[src/rtl/bird_pkg.sv]
// bird_pkg: shared types and helpers for the LED Flappy Bird controller.
//   bird_state_t : game state encoding (IDLE=0, FLY=1, DEAD=2)
//   vel_width()  : signed velocity register width for a given impulse/fall rate
package bird_pkg;

  typedef enum logic [1:0] {
    IDLE = 2'd0,
    FLY  = 2'd1,
    DEAD = 2'd2
  } bird_state_t;

  // Room for the larger magnitude, its sign and one extra step below
  // -max_fall, which the decay computation can touch transiently.
  function automatic int vel_width(input int flap_impulse, input int max_fall);
    int m;
    m = (flap_impulse > max_fall) ? flap_impulse : max_fall;
    return $clog2(m) + 2;
  endfunction

endpackage

[src/rtl/bird_physics_if.sv]
// bird_physics_if: bundles the game-side inputs and display/status outputs
// of the bird controller.
//   key, tick, pipe_valid, pipe_mask, pipe_passed : stimulus into the bird
//   lights, row, state, dead, score               : registered bird status
//   master : the side driving key/tick/pipe signals (game environment)
//   slave  : the bird controller
interface bird_physics_if #(
  parameter int HEIGHT  = 16,
  parameter int SCORE_W = 8
) ();
  import bird_pkg::*;

  localparam int ROW_W = $clog2(HEIGHT);

  logic                key;
  logic                tick;
  logic                pipe_valid;
  logic [HEIGHT-1:0]   pipe_mask;
  logic                pipe_passed;
  logic [HEIGHT-1:0]   lights;
  logic [ROW_W-1:0]    row;
  bird_state_t         state;
  logic                dead;
  logic [SCORE_W-1:0]  score;

  modport master (
    output key, tick, pipe_valid, pipe_mask, pipe_passed,
    input  lights, row, state, dead, score
  );

  modport slave (
    input  key, tick, pipe_valid, pipe_mask, pipe_passed,
    output lights, row, state, dead, score
  );

endinterface

[src/rtl/bird_physics_rise_detect.sv]
// rise_detect: one-cycle pulse on a rising edge of an already-synchronous
// level.
//   clk, reset : clock and synchronous active-high reset
//   level      : input level
//   rise       : high for the cycle in which level goes 0 -> 1
module rise_detect (
  input  logic clk,
  input  logic reset,
  input  logic level,
  output logic rise
);

  logic level_q;

  always_ff @(posedge clk) begin
    if (reset) level_q <= 1'b0;
    else       level_q <= level;
  end

  assign rise = level & ~level_q;

endmodule

[src/rtl/bird_physics.sv]
// bird_physics: bird row/velocity model, pipe collision, game state and
// saturating score for the LED Flappy Bird game.
//   clk, reset : clock and synchronous active-high reset
//   bus        : bird_physics_if slave
//     in : key (flap button level), tick (physics pulse), pipe_valid,
//          pipe_mask (1 = wall), pipe_passed (score pulse)
//     out: lights (one-hot row), row, state, dead, score -- all registered
module bird_physics
  import bird_pkg::*;
#(
  parameter int HEIGHT       = 16,
  parameter int START_ROW    = 8,
  parameter int FLAP_IMPULSE = 3,
  parameter int MAX_FALL     = 2,
  parameter int SCORE_W      = 8
) (
  input  logic         clk,
  input  logic         reset,
  bird_physics_if.slave bus
);

  localparam int ROW_W = $clog2(HEIGHT);
  localparam int VEL_W = vel_width(FLAP_IMPULSE, MAX_FALL);
  // Wide enough for both operands plus carry and sign, so row+vel never wraps.
  localparam int NXT_W = ((ROW_W > VEL_W) ? ROW_W : VEL_W) + 2;

  localparam logic signed [VEL_W-1:0] VEL_FLAP  = VEL_W'(FLAP_IMPULSE);
  localparam logic signed [VEL_W-1:0] VEL_FLOOR = VEL_W'(-MAX_FALL);
  localparam logic signed [VEL_W-1:0] VEL_ONE   = VEL_W'(1);
  localparam logic signed [NXT_W-1:0] NXT_TOP   = NXT_W'(HEIGHT - 1);
  localparam logic signed [NXT_W-1:0] NXT_ZERO  = '0;
  localparam logic [ROW_W-1:0]        ROW_START = ROW_W'(START_ROW);
  localparam logic [ROW_W-1:0]        ROW_TOP   = ROW_W'(HEIGHT - 1);
  localparam logic [HEIGHT-1:0]       LIGHT_ONE = HEIGHT'(1);
  localparam logic [SCORE_W-1:0]      SCORE_MAX = '1;

  // Gravity: one row/tick slower, never faster than the terminal fall rate.
  function automatic logic signed [VEL_W-1:0] vel_decay(
    input logic signed [VEL_W-1:0] v
  );
    if (v > VEL_FLOOR) return v - VEL_ONE;
    else               return VEL_FLOOR;
  endfunction

  function automatic logic [SCORE_W-1:0] score_sat_inc(
    input logic [SCORE_W-1:0] s
  );
    if (s == SCORE_MAX) return s;
    else                return s + SCORE_W'(1);
  endfunction

  logic                      flap;
  bird_state_t               state_q, state_n;
  logic [ROW_W-1:0]          row_q, row_n;
  logic [HEIGHT-1:0]         lights_q;
  logic signed [VEL_W-1:0]   vel_q, vel_n, vel_eff;
  logic signed [NXT_W-1:0]   nxt;
  logic [SCORE_W-1:0]        score_q, score_n;
  logic                      dead_q;
  logic                      collide;

  rise_detect u_flap (
    .clk   (clk),
    .reset (reset),
    .level (bus.key),
    .rise  (flap)
  );

  always_comb begin
    state_n = state_q;
    row_n   = row_q;
    vel_n   = vel_q;
    score_n = score_q;
    vel_eff = flap ? VEL_FLAP : vel_q;
    nxt     = $signed({{(NXT_W-ROW_W){1'b0}}, row_q}) + NXT_W'(vel_eff);
    collide = bus.pipe_valid & bus.pipe_mask[row_q];

    unique case (state_q)
      IDLE: begin
        row_n = ROW_START;
        vel_n = '0;
        if (flap) begin
          state_n = FLY;
          vel_n   = VEL_FLAP;
          score_n = '0;
        end
      end
      FLY: begin
        // A wall hit freezes the bird where it is, ignoring tick/flap/score.
        if (collide) begin
          state_n = DEAD;
        end else begin
          vel_n = vel_eff;
          if (bus.tick) begin
            if (nxt >= NXT_TOP) begin
              row_n = ROW_TOP;
              vel_n = '0;
            end else if (nxt <= NXT_ZERO) begin
              row_n   = '0;
              vel_n   = '0;
              state_n = DEAD;
            end else begin
              row_n = nxt[ROW_W-1:0];
              vel_n = vel_decay(vel_eff);
            end
          end
          if (bus.pipe_passed) score_n = score_sat_inc(score_q);
        end
      end
      DEAD: begin
        if (flap) begin
          state_n = IDLE;
          row_n   = ROW_START;
          vel_n   = '0;
        end
      end
      default: begin
        state_n = IDLE;
        row_n   = ROW_START;
        vel_n   = '0;
      end
    endcase
  end

  // lights is decoded from row_n so it shares the register stage with row.
  always_ff @(posedge clk) begin
    if (reset) begin
      state_q  <= IDLE;
      row_q    <= ROW_START;
      lights_q <= LIGHT_ONE << ROW_START;
      vel_q    <= '0;
      score_q  <= '0;
      dead_q   <= 1'b0;
    end else begin
      state_q  <= state_n;
      row_q    <= row_n;
      lights_q <= LIGHT_ONE << row_n;
      vel_q    <= vel_n;
      score_q  <= score_n;
      dead_q   <= (state_n == DEAD);
    end
  end

  assign bus.state  = state_q;
  assign bus.row    = row_q;
  assign bus.lights = lights_q;
  assign bus.score  = score_q;
  assign bus.dead   = dead_q;

endmodule

[src/flat_wrapper.sv]
// flat-port wrapper written by rule: the top's interface ports become plain ports
module bird_physics_flat import bird_pkg::*;
#(
  parameter int HEIGHT       = 16,
  parameter int START_ROW    = 8,
  parameter int FLAP_IMPULSE = 3,
  parameter int MAX_FALL     = 2,
  parameter int SCORE_W      = 8
)
  (clk, reset, bus_key, bus_tick, bus_pipe_valid, bus_pipe_mask, bus_pipe_passed, bus_lights, bus_row, bus_state, bus_dead, bus_score);
  bird_physics_if #(.HEIGHT(HEIGHT), .SCORE_W(SCORE_W)) bus_i ();
  input  logic clk;
  input  logic reset;
  input wire logic [$bits(bus_i.key)-1:0] bus_key;
  input wire logic [$bits(bus_i.tick)-1:0] bus_tick;
  input wire logic [$bits(bus_i.pipe_valid)-1:0] bus_pipe_valid;
  input wire logic [$bits(bus_i.pipe_mask)-1:0] bus_pipe_mask;
  input wire logic [$bits(bus_i.pipe_passed)-1:0] bus_pipe_passed;
  output wire logic [$bits(bus_i.lights)-1:0] bus_lights;
  output wire logic [$bits(bus_i.row)-1:0] bus_row;
  output wire logic [$bits(bus_i.state)-1:0] bus_state;
  output wire logic [$bits(bus_i.dead)-1:0] bus_dead;
  output wire logic [$bits(bus_i.score)-1:0] bus_score;
  assign bus_i.key = bus_key;
  assign bus_i.tick = bus_tick;
  assign bus_i.pipe_valid = bus_pipe_valid;
  assign bus_i.pipe_mask = bus_pipe_mask;
  assign bus_i.pipe_passed = bus_pipe_passed;
  assign bus_lights = bus_i.lights;
  assign bus_row = bus_i.row;
  assign bus_state = bus_i.state;
  assign bus_dead = bus_i.dead;
  assign bus_score = bus_i.score;
  bird_physics #(.HEIGHT(HEIGHT), .START_ROW(START_ROW), .FLAP_IMPULSE(FLAP_IMPULSE), .MAX_FALL(MAX_FALL), .SCORE_W(SCORE_W)) u_core (.clk(clk), .reset(reset), .bus(bus_i));
endmodule
[config.mk]
export PLATFORM = sky130hd
export DESIGN_NAME = bird_physics_flat
export DESIGN_NICKNAME = d
export VERILOG_FILES = /design/src/rtl/bird_pkg.sv /design/src/rtl/bird_physics_if.sv /design/src/rtl/bird_physics_rise_detect.sv /design/src/rtl/bird_physics.sv /design/src/flat_wrapper.sv
export SDC_FILE = /design/constraint.sdc
export NUM_CORES = 1
export LEC_CHECK = 0
export CORE_ASPECT_RATIO = 2
export CORE_UTILIZATION = 50
export CTS_BUF_LIST = sky130_fd_sc_hd__clkbuf_2 sky130_fd_sc_hd__clkbuf_4 sky130_fd_sc_hd__clkbuf_8
export CTS_CLUSTER_SIZE = 8
export DETAILED_ROUTE_END_ITERATION = 7
export PLACE_DENSITY = 0.81
export SLEW_MARGIN = 40
export SYNTH_ARGS = -nofsm -noshare
export SYNTH_HDL_FRONTEND = slang
export SYNTH_HIERARCHICAL = 1
export SYNTH_SLANG_ARGS = --single-unit
[constraint.sdc]
create_clock -name clk -period 4.1 [get_ports clk]
set_input_delay 0.82 -clock clk [delete_from_list [all_inputs] [get_ports clk]]
set_output_delay 0.82 -clock clk [all_outputs]
set_load 0.02 [all_outputs]
==> impl_metrics.toml <==
[run_status]
outcome = "finished clean"

[global_routing]
grt_first_pass_wirelength_mm = 10.3
grt_max_degree = 18
grt_overflow_total = 0
antenna_found_initial = 0
first_global_vias = 2333
track_usage_pct = 26.4

[worst_hold_path]
worstHoldPathType = "reg2reg"
hold_end = "u_core/vel_q[3]"
hold_path.startpoint = "u_core/vel_q[3]"
whs_path_depth = 2

[synthesis]
avgSynthCellArea_um2 = 9.21
synth-edff-count = 0
synth-seq-cells = 36
ys_types = 72
synth_ff_type = "dfxtp_1"
ys_seq_area_share_pct = 29.5
ys_warn_count = 6
synth_async_sr_flop_share_pct = 0
synthesis.nets = 299
syn_area_um2 = 2440
syn-instance-count = 265

[clocking]
holdBufCountCts = 0
numCtsBuffers = 5
worstSkewPairLatency_ps = 290
post-cts-setup-buffers = 0
htreeDepth = 2
root_buffer = "clkbuf_8"
cts_buffer_depth = 2
post_cts_resized = 0
cts_tree = "yes"
path_clk_slew_ps = 70
numClockSinks = 36

[routing]
wl_per_cell_um = 16.6
drt_iter0_markers = 82
drc_errors = 0
first_pass_iters = 5
via_per_inst = 6.08
drt-total-wl_mm = 6.41
ant_nets = 0
vias = 2354

[sta]
setup_violations = 0
skew_ps = 7.92
setup_tns_ps = 0
fmax_mhz = 251
worst_slew_pin_slew_ps = 649
post-route-period-util_pct = 97.4
fin_crit_ps = 3990
hold_viol = 0
slew_headroom_pct = 56.4
grt_setup_unrepaired = "no"
final_max_slew_viol_count = 0

[floorplan]
design.die.area_um2 = 5180
rows = 35
io_pins = 53
die_x_um = 51.4
die_h_um = 101
initial_utilization_pct = 52.6
coreArea_um2 = 4640

[worst_setup_path]
cp-end-kind = "register"
critPathRequiredTime_ps = 4310
r2r_slack_ps = 810
r2r-start = "u_core/u_flap/level_q"
crit_type = "in2reg"
critPathMaxFanout = 7
rr_endpoint = "u_core/bus.lights[15]"
r2r_cells = 10
startpoint_type = "primary input"
cp.arrival_ps = 4200

[power]
p_per_area_nw_per_um2 = 284
pwr-share-clk_pct = 34.0
comb_power_share_pct = 25.4
ir_drop_v = 0.000223
total_power_mw = 0.910
power.internal_mw = 0.640
switchingPower_mw = 0.269
seqPwrFrac_pct = 40.6
p_leak_nw = 1.19
p_sw_share_pct = 29.6

[finish]
final_cells = 387
drive_gt1_share_pct = 16.9
diodes = 0
final_common_cell = "clkdlybuf4s50_1"
layout_common_cells = "52 x clkdlybuf4s50_1, 36 x dfxtp_1, 17 x buf_4"
fin_nets = 365
area_growth_pct = 31.3

[place]
hpwl_mm = 4.97
dp.cells = 379
io_buffers = 52
place_congestion = 0.995

[run]
cap_violations = 0
## how the worst max path moves through the flow
| stage | from | to | slack (ps) | depth (start not counted) |
|---|---|---|---|---|
| floorplan | bus_key | u_core/bus.lights[13] | 230 | 12 |
| global placement | bus_key | u_core/bus.lights[13] | -60 | 11 |
| detailed placement | bus_key | u_core/bus.lights[13] | -190 | 11 |
| CTS | bus_key | u_core/bus.lights[13] | 100 | 11 |
| global route | bus_key | u_core/bus.lights[11] | 30 | 11 |
| finish | bus_key | u_core/bus.lights[15] | 110 | 11 |
## worst max-delay path, stage by stage
cell and delay (ps):
clkdlybuf4s50_1 430, nor2b_4 150, or2_2 280, ha_1 300
a21o_1 200, maj3_1 390, xnor2_1 170, o41ai_2 460
a2111oi_4 160, or4_4 620, nor3_2 210
## cells in the mapped netlist, drive strengths merged, types with 2 or more instances
cell | number | area share (%)
dfxtp | 36 | 30
nor2 | 17 | 2.9
inv | 16 | 2.6
nand2 | 16 | 2.8
nor3 | 15 | 4.8
o21ai | 12 | 2.5
a21oi | 11 | 2.3
ha | 11 | 5.6
xnor2 | 11 | 3.9
nand3 | 10 | 2.1
nor2b | 9 | 2.9
buf | 6 | 2.0
a31oi | 5 | 1.5
nor3b | 5 | 2.2
a2111oi | 4 | 2.5
a211oi | 4 | 1.2
and2 | 4 | 1.0
and3 | 4 | 1.0
and4 | 4 | 1.4
clkbuf | 4 | 0.62
mux2i | 4 | 1.6
nand2b | 4 | 1.0
nand4 | 4 | 1.0
o211ai | 4 | 1.2
or3 | 4 | 1.0
or4 | 4 | 1.5
o31ai | 3 | 1.5
a311oi | 2 | 0.72
a32oi | 2 | 0.72
mux4 | 2 | 1.8
nand3b | 2 | 0.62
nor4 | 2 | 0.77
o21bai | 2 | 0.62
## per-layer routing
metal / global-route usage, % / part of all wire, % / wire length [µm] / up-vias
met5: 0 / 0 / 0 / -
met4: 14.1 / 4.5 / 286 / 0
met3: 4.52 / 3.7 / 236 / 28
met2: 52.0 / 58 / 3720 / 86
met1: 23.7 / 34 / 2160 / 1118
li1: - / - / - / 1122
## registers in the layout, summed over array words and instances, names as in the netlist
register	flops
u_core/bus.lights	16
u_core/bus.score	8
u_core/bus.row	4
u_core/vel_q	4
u_core/bus.state	2
u_core/bus.dead	1
u_core/u_flap/level_q	1
## power by group through the flow
stage               Clock (mW)  Sequential, mW  Combinational, mW
floorplan                    0           0.382              0.138
global placement             0           0.377              0.223
finish                   0.309           0.370              0.231
CTS                      0.315           0.369              0.228
global route             0.329           0.370              0.247
detailed placement           0           0.377              0.226
## cell type report
| class | count | area [µm²] |
|---|---|---|
| clock inverters | 3 | 42.5 |
| clock buffers | 5 | 68.8 |
| multi-input cells | 203 | 1590 |
| flip-flops and latches | 36 | 721 |
| repair buffers | 69 | 648 |
| fillers | 404 | 1440 |
| well taps | 55 | 68.8 |
| inverters | 16 | 62.6 |
## stage by stage
| stage | util, % | hold slack [ps] | cell area [µm²] | setup slack, ps |
|---|---|---|---|---|
| after floorplan | - | 495 | 2440 | 226 |
| after global placement | 66.6 | 511 | 3090 | -64.9 |
| after detailed placement | 66.6 | 527 | 3090 | -186 |
| after CTS | 69.0 | 543 | 3200 | 102 |
| after global routing | 69.0 | 577 | 3200 | 34.2 |
| final | 69.0 | 538 | 3200 | 109 |
## logic make-up after synthesis
group / count (synthesis) / synth area share, %
muxes: 7 / 4.10
AOI/OAI and AO/OA: 64 / 21.8
adders and majority gates: 13 / 6.87
and+or+nand+nor: 108 / 28.6
buffers and inverters: 26 / 5.18
DFF: 36 / 29.5
xor gates and xnor gates: 11 / 3.95
Note: power is estimated with default switching activity, not from simulation.
